[src/rtl/uart_tx_arbiter_pkg.sv]
// Shared types and sizing helpers for the SoC console UART arbiter.
package mini16_uart_arb_pkg;

  typedef enum logic {
    IDLE  = 1'b0,
    GRANT = 1'b1
  } state_t;

  localparam logic [7:0] DEFAULT_EOL_CHAR = 8'h0A;

  // Bits needed to hold values 0..n-1, never less than one bit.
  function automatic int unsigned clog2_min1(input int unsigned n);
    return (n <= 1) ? 1 : $clog2(n);
  endfunction

endpackage

[src/rtl/uart_tx_arbiter_rr_pick.sv]
// Combinational round-robin picker: first set request strictly after the pointer, with wrap.
module rr_pick #(
  parameter int N     = 4,
  parameter int IDX_W = 2
) (
  input  logic [N-1:0]     i_req,
  input  logic [IDX_W-1:0] i_ptr,
  output logic [IDX_W-1:0] o_idx,
  output logic             o_found
);

  logic [N-1:0]     w_rot;
  logic [IDX_W-1:0] w_off;

  always_comb begin
    w_rot   = '0;
    w_off   = '0;
    o_found = 1'b0;
    // Rotate so bit 0 is the requester just after the pointer.
    for (int i = 0; i < N; i++) begin
      w_rot[i] = i_req[IDX_W'((int'(i_ptr) + 1 + i) % N)];
    end
    for (int i = N - 1; i >= 0; i--) begin
      if (w_rot[i]) begin
        w_off   = IDX_W'(i);
        o_found = 1'b1;
      end
    end
    o_idx = IDX_W'((int'(i_ptr) + 1 + int'(w_off)) % N);
  end

endmodule

[src/rtl/uart_tx_arbiter.sv]
// Line-atomic round-robin arbiter sharing the console UART TX FIFO among byte producers.
module uart_tx_arbiter
  import mini16_uart_arb_pkg::*;
#(
  parameter int                    REQUESTERS = 4,
  parameter int                    DATA_WIDTH = 8,
  parameter logic [DATA_WIDTH-1:0] EOL_CHAR   = DATA_WIDTH'(DEFAULT_EOL_CHAR),
  parameter int                    MAX_BURST  = 64,
  parameter int                    TIMEOUT    = 1024
) (
  input  logic                                 clk,
  input  logic                                 reset_n,
  input  logic [REQUESTERS-1:0]                req_valid,
  input  logic [REQUESTERS*DATA_WIDTH-1:0]     req_data,
  output logic [REQUESTERS-1:0]                req_ready,
  output logic                                 tx_valid,
  output logic [DATA_WIDTH-1:0]                tx_data,
  input  logic                                 tx_ready,
  output logic [clog2_min1(REQUESTERS)-1:0]    grant_id,
  output logic                                 busy
);

  localparam int IDX_W   = clog2_min1(REQUESTERS);
  localparam int BURST_W = clog2_min1(MAX_BURST + 1);
  localparam int TO_W    = clog2_min1(TIMEOUT + 1);
  localparam logic [BURST_W-1:0] BURST_LAST = BURST_W'(MAX_BURST - 1);
  localparam logic [TO_W-1:0]    TO_LAST    = TO_W'((TIMEOUT == 0) ? 0 : TIMEOUT - 1);

  state_t             r_state;
  logic [IDX_W-1:0]   r_grant_id;
  logic [IDX_W-1:0]   r_ptr;
  logic               r_busy;
  logic [BURST_W-1:0] r_burst_cnt;
  logic [TO_W-1:0]    r_to_cnt;

  logic [IDX_W-1:0]   w_pick_idx;
  logic               w_pick_found;
  logic               w_owner_valid;
  logic               w_xfer;
  logic               w_eol;
  logic               w_burst_end;
  logic               w_to_end;
  logic               w_release;

  rr_pick #(
    .N     (REQUESTERS),
    .IDX_W (IDX_W)
  ) u_pick (
    .i_req   (req_valid),
    .i_ptr   (r_ptr),
    .o_idx   (w_pick_idx),
    .o_found (w_pick_found)
  );

  // Zero-latency pass-through from the current owner.
  assign w_owner_valid = req_valid[r_grant_id];
  assign tx_valid      = (r_state == GRANT) && w_owner_valid;
  assign tx_data       = req_data[int'(r_grant_id) * DATA_WIDTH +: DATA_WIDTH];

  always_comb begin
    req_ready = '0;
    if (r_state == GRANT) req_ready[r_grant_id] = tx_ready;
  end

  assign w_xfer      = tx_valid && tx_ready;
  assign w_eol       = w_xfer && (tx_data == EOL_CHAR);
  assign w_burst_end = w_xfer && (r_burst_cnt == BURST_LAST);
  // Release on the idle cycle that brings the stall count up to TIMEOUT.
  assign w_to_end    = (TIMEOUT != 0) && (r_state == GRANT) && !w_owner_valid
                       && (r_to_cnt == TO_LAST);
  assign w_release   = w_eol || w_burst_end || w_to_end;

  assign busy     = r_busy;
  assign grant_id = r_grant_id;

  always_ff @(posedge clk or negedge reset_n) begin
    if (!reset_n) begin
      r_state     <= IDLE;
      r_busy      <= 1'b0;
      r_grant_id  <= '0;
      r_ptr       <= IDX_W'(REQUESTERS - 1);
      r_burst_cnt <= '0;
      r_to_cnt    <= '0;
    end else begin
      case (r_state)
        IDLE: begin
          if (w_pick_found) begin
            r_grant_id  <= w_pick_idx;
            r_busy      <= 1'b1;
            r_burst_cnt <= '0;
            r_to_cnt    <= '0;
            r_state     <= GRANT;
          end
        end
        GRANT: begin
          if (w_release) begin
            r_state <= IDLE;
            r_busy  <= 1'b0;
            r_ptr   <= r_grant_id;
          end
          if (w_xfer) begin
            r_burst_cnt <= r_burst_cnt + 1'b1;
            r_to_cnt    <= '0;
          end else if (!w_owner_valid && (r_to_cnt != '1)) begin
            r_to_cnt <= r_to_cnt + 1'b1;
          end
        end
        default: r_state <= IDLE;
      endcase
    end
  end

endmodule
[config.mk]
export PLATFORM = sky130hd
export DESIGN_NAME = uart_tx_arbiter
export DESIGN_NICKNAME = d
export VERILOG_FILES = /design/src/rtl/uart_tx_arbiter_pkg.sv /design/src/rtl/uart_tx_arbiter_rr_pick.sv /design/src/rtl/uart_tx_arbiter.sv
export SDC_FILE = /design/constraint.sdc
export NUM_CORES = 1
export LEC_CHECK = 0
export BUFFER_PORTS_ARGS = -buffer_cell sky130_fd_sc_hd__buf_2
export CAP_MARGIN = 20
export CORE_MARGIN = 2
export CORE_UTILIZATION = 50
export DETAILED_ROUTE_END_ITERATION = 16
export GPL_ROUTABILITY_DRIVEN = 0
export PLACE_DENSITY = 0.79
export SETUP_SLACK_MARGIN = 0.15
export SYNTH_ARGS = -nofsm -noshare
export SYNTH_HDL_FRONTEND = slang
export SYNTH_SLANG_ARGS = --single-unit
[constraint.sdc]
create_clock -name clk -period 5.8 [get_ports clk]
set_input_delay 0.87 -clock clk [delete_from_list [all_inputs] [get_ports clk]]
set_output_delay 0.87 -clock clk [all_outputs]
set_load 0.1 [all_outputs]
==> results.sh <==
export IMPL_required_time_at_the_endpoint_of_the_critical_path_ps=4930
export IMPL_fmaxAchievable_mhz=326
export IMPL_clk_root_buffer_cell="clkbuf_4"
export IMPL_post_synth_and_or_nand_nor_area_fraction_pct=23.8
export IMPL_postCtsSetupRepairBufs=0
export IMPL_relSlewSlack_pct=56.7
export IMPL_share_of_the_synthesized_area_in_compound_gates_ao_oa_aoi_oai_pct=13.8
export IMPL_setup_worst_path_start="grant_id[0]$_DFFE_PN0P_"
export IMPL_reg2reg_slack_ps=3270
export IMPL_worstMarginPinSlew_ps=650
export IMPL_total_die_area_um2=3840
export IMPL_tritoncts="yes"
export IMPL_vias=1532
export IMPL_report_final_setup_viol=0
export IMPL_postSynthAreaPerCell_um2=9.60
export IMPL_critPathLaunchType="flop"
export IMPL_place_area_um2=1960
export IMPL_grt_use_total_pct=22.3
export IMPL_timing_critical_path_to_type="output port"
export IMPL_yosys_top_cells_area="dfrtp_1 33%, mux4_2 11%, nor2_1 5.1%"
export IMPL_dpl_hpwl_mm=3.06
export IMPL_globalRouteOverflowTotal=0
export IMPL_worst_endpoint_arrival_ps=2200
export IMPL_core_rowCount=21
export IMPL_diodes=0
export IMPL_timing_setup_tns_ps=0
export IMPL_reg2reg_depth=4
export IMPL_cts_sink_count=24
export IMPL_synthMuxAreaShare_pct=16.2
export IMPL_class_of_the_tightest_hold_or_removal_check="in -> async"
export IMPL_layout_cell_area_non_filler_um2=2020
export IMPL_synth_distinct_cells=42
export IMPL_postRouteWirelength_mm=3.99
export IMPL_htree_levels=1
export IMPL_synth_top_area_share_pct=32.8
export IMPL_detailed_route_wire_length_per_cell_um=14.6
export IMPL_fin_nets=270
export IMPL_max_clock_path_buffers=2
export IMPL_worst_clock_skew_ps=5.80
export IMPL_vias_per_cell=5.61
export IMPL_run_status="completed"
export IMPL_clk_transition_reported_paths_ps=140
export IMPL_worst_skew_pair_late_latency_ps=310
export IMPL_synthesized_netlist_net_count=217
export IMPL_ys_seq_elements=24
export IMPL_r2r_end="r_ptr[1]$_DFFE_PN1P_"
export IMPL_worstSetupPathType="reg -> out"
export IMPL_first_global_vias=1367
export IMPL_synth_top_family_by_area="simple AND/OR/NAND/NOR gates"
export IMPL_ratio_of_cells_with_drive_above_1_in_the_final_layout_pct=33.0
export IMPL_detail_route_first_pass_iterations=4
export IMPL_antenna_found_initial=0
export IMPL_port_buffers=54
export IMPL_starting_utilization_of_the_core_area_pct=51.2
export IMPL_drc=0
export IMPL_io_pins=55
export IMPL_cts_resized=0
export IMPL_synth_xor_area_share_pct=4.69
export IMPL_fin_total_pwr_uw=680
export IMPL_grt_setup_unrepaired="no"
export IMPL_yosysSeqAreaShare_pct=35.9
export IMPL_grt_max_degree=25
export IMPL_vdd_ir_drop_worst_uv=190
export IMPL_ctsHoldBuffers=0
export IMPL_coreArea_um2=3280
export IMPL_critPathMaxFanout=14
export IMPL_post_synthesis_share_of_cell_area_spent_on_full_adders_half_adders_and_majority_gates_pct=2.23
export IMPL_synthesis_area_um2=1680
export IMPL_fin_crit_sh_pct=53.0
export IMPL_cts_made_buffers=3
export IMPL_synthDominantAreaCellType="dfrtp_1"
export IMPL_drv_slew=0
export IMPL_ys_dominant_reg_cell="dfrtp_1"
export IMPL_chipHeight_um=62.0
export IMPL_holdWs_ps=517
export IMPL_number_of_synthesized_flops_with_an_enable_pin=0
export IMPL_post_synth_inst_count=175
export IMPL_chipWidth_um=62.0
export IMPL_detail_route_iter0_violations=57
export IMPL_timing_max_cap_violations=0
export IMPL_rr_startpoint="grant_id[0]$_DFFE_PN0P_"
export IMPL_power_density_nw_per_um2=337
export IMPL_leakagePower_nw=0.931
export IMPL_timing_critical_path_to="tx_valid"
export IMPL_post_route_min_period_ps=3070
export IMPL_grt_pass1_wl_mm=6.33
export IMPL_synth_async_reset_ratio_pct=100
export IMPL_yosysWarnings=0
export IMPL_synthToLayoutAreaGrowth_pct=20.0
export IMPL_final_hold_viol_count=0
export IMPL_drt_antenna_violating_nets=0
==> worst min-delay path by stage <==
stage / from / end / slack [ps] / depth (start not counted)
floorplan: r_to_cnt[9]$_DFFE_PN0P_ / r_to_cnt[9]$_DFFE_PN0P_ / 440 / 1
global placement: r_to_cnt[9]$_DFFE_PN0P_ / r_to_cnt[9]$_DFFE_PN0P_ / 470 / 1
detailed placement: r_to_cnt[9]$_DFFE_PN0P_ / r_to_cnt[9]$_DFFE_PN0P_ / 490 / 1
CTS: r_to_cnt[9]$_DFFE_PN0P_ / r_to_cnt[9]$_DFFE_PN0P_ / 510 / 1
global route: reset_n / r_burst_cnt[3]$_DFFE_PN0P_ / 530 / 1
finish: reset_n / r_burst_cnt[5]$_DFFE_PN0P_ / 520 / 1
==> cells in the final DEF, fill, tap and decap left out, types with 2 or more instances in the layout <==
cell      count
ha_1          3
o21ai_0       2
o21ai_1      10
nor2b_1       4
nand4_1       6
nand3b_1      2
buf_2        54
xor2_1        7
nand3_1       7
mux2i_1       2
and3_1        4
nand2b_1      2
nand2_1      14
xnor2_1       2
nand3_2       2
nor4_1        2
o31ai_1       4
and2_1        3
mux4_2        8
a41oi_1       2
clkbuf_4      3
a31oi_1       3
nor2_1       23
dfrtp_1      22
mux2_1        3
inv_1         4
a21o_1        2
nor3_1        3
a21oi_1      11
dfstp_2       2
==> routing by layer <==
metal / routed length, um / share of wire [%] / track usage, % / up-vias
met1: 1920 / 48 / 31.6 / 741
li1: - / - / - / 759
met2: 1950 / 49 / 37.4 / 30
met3: 91 / 2.3 / 1.86 / 2
met5: 0 / 0 / 0 / -
met4: 27 / 0.68 / 4.56 / 0
==> worst max-delay path, stage by stage, from the launching register on <==
cell and delay (ps):
dfrtp_1 750, mux4_2 660, and2_1 180, buf_2 280
==> state kept, by name, indices dropped and copies added (netlist names) <==
name	count
busy	1
r_state	1
r_to_cnt	11
grant_id	2
r_ptr	2
r_burst_cnt	7
==> metrics by stage <==
step / instances / setup slack, ps / util (%)
6_report: 273 / 2730 / 61.4
5_1_grt: 273 / 2590 / 61.4
4_1_cts: 273 / 2700 / 61.4
3_5_place_dp: 269 / 2890 / 59.8
3_3_place_gp: 269 / 2900 / 59.8
2_1_floorplan: 175 / 2170 / -
==> power by group <==
| part | leakage [nW] | switching (mW) | total (mW) | internal (mW) |
|---|---|---|---|---|
| logic | 0.599 | 0.218 | 0.308 | 0.0901 |
| clock network | 0.0279 | 0.0512 | 0.121 | 0.0698 |
| registers | 0.304 | 0.0515 | 0.251 | 0.200 |
| total | 0.931 | 0.320 | 0.680 | 0.360 |
==> layout make-up <==
class / instances / area [um2]
Clock buffer: 3 / 22.5
Clock inverter: 1 / 30.0
Fill cell: 295 / 1270
Inverter: 4 / 15.0
Multi-Input combinational cell: 141 / 1020
Sequential cell: 24 / 603
Tap cell: 46 / 57.6
Timing Repair Buffer: 54 / 270
==> Yosys cell counts, types with 4 or more instances <==
master,n
and3_1,4
o31ai_1,4
dfrtp_1,22
nand2_1,14
nor2b_1,4
nand4_1,6
mux4_2,8
nor2_1,23
nand3_1,7
xor2_1,7
inv_1,4
o21ai_1,10
a21oi_1,11
==> logic make-up (layout without fill, tap and decap cells) <==
logic type	Yosys count	count (layout)
simple gates	77	77
mux	15	15
fa+ha+maj	3	3
compound gates	37	37
buf+inv	10	62
xor+xnor	9	9
flops	24	24
Note: power is estimated with default switching activity, not from simulation.
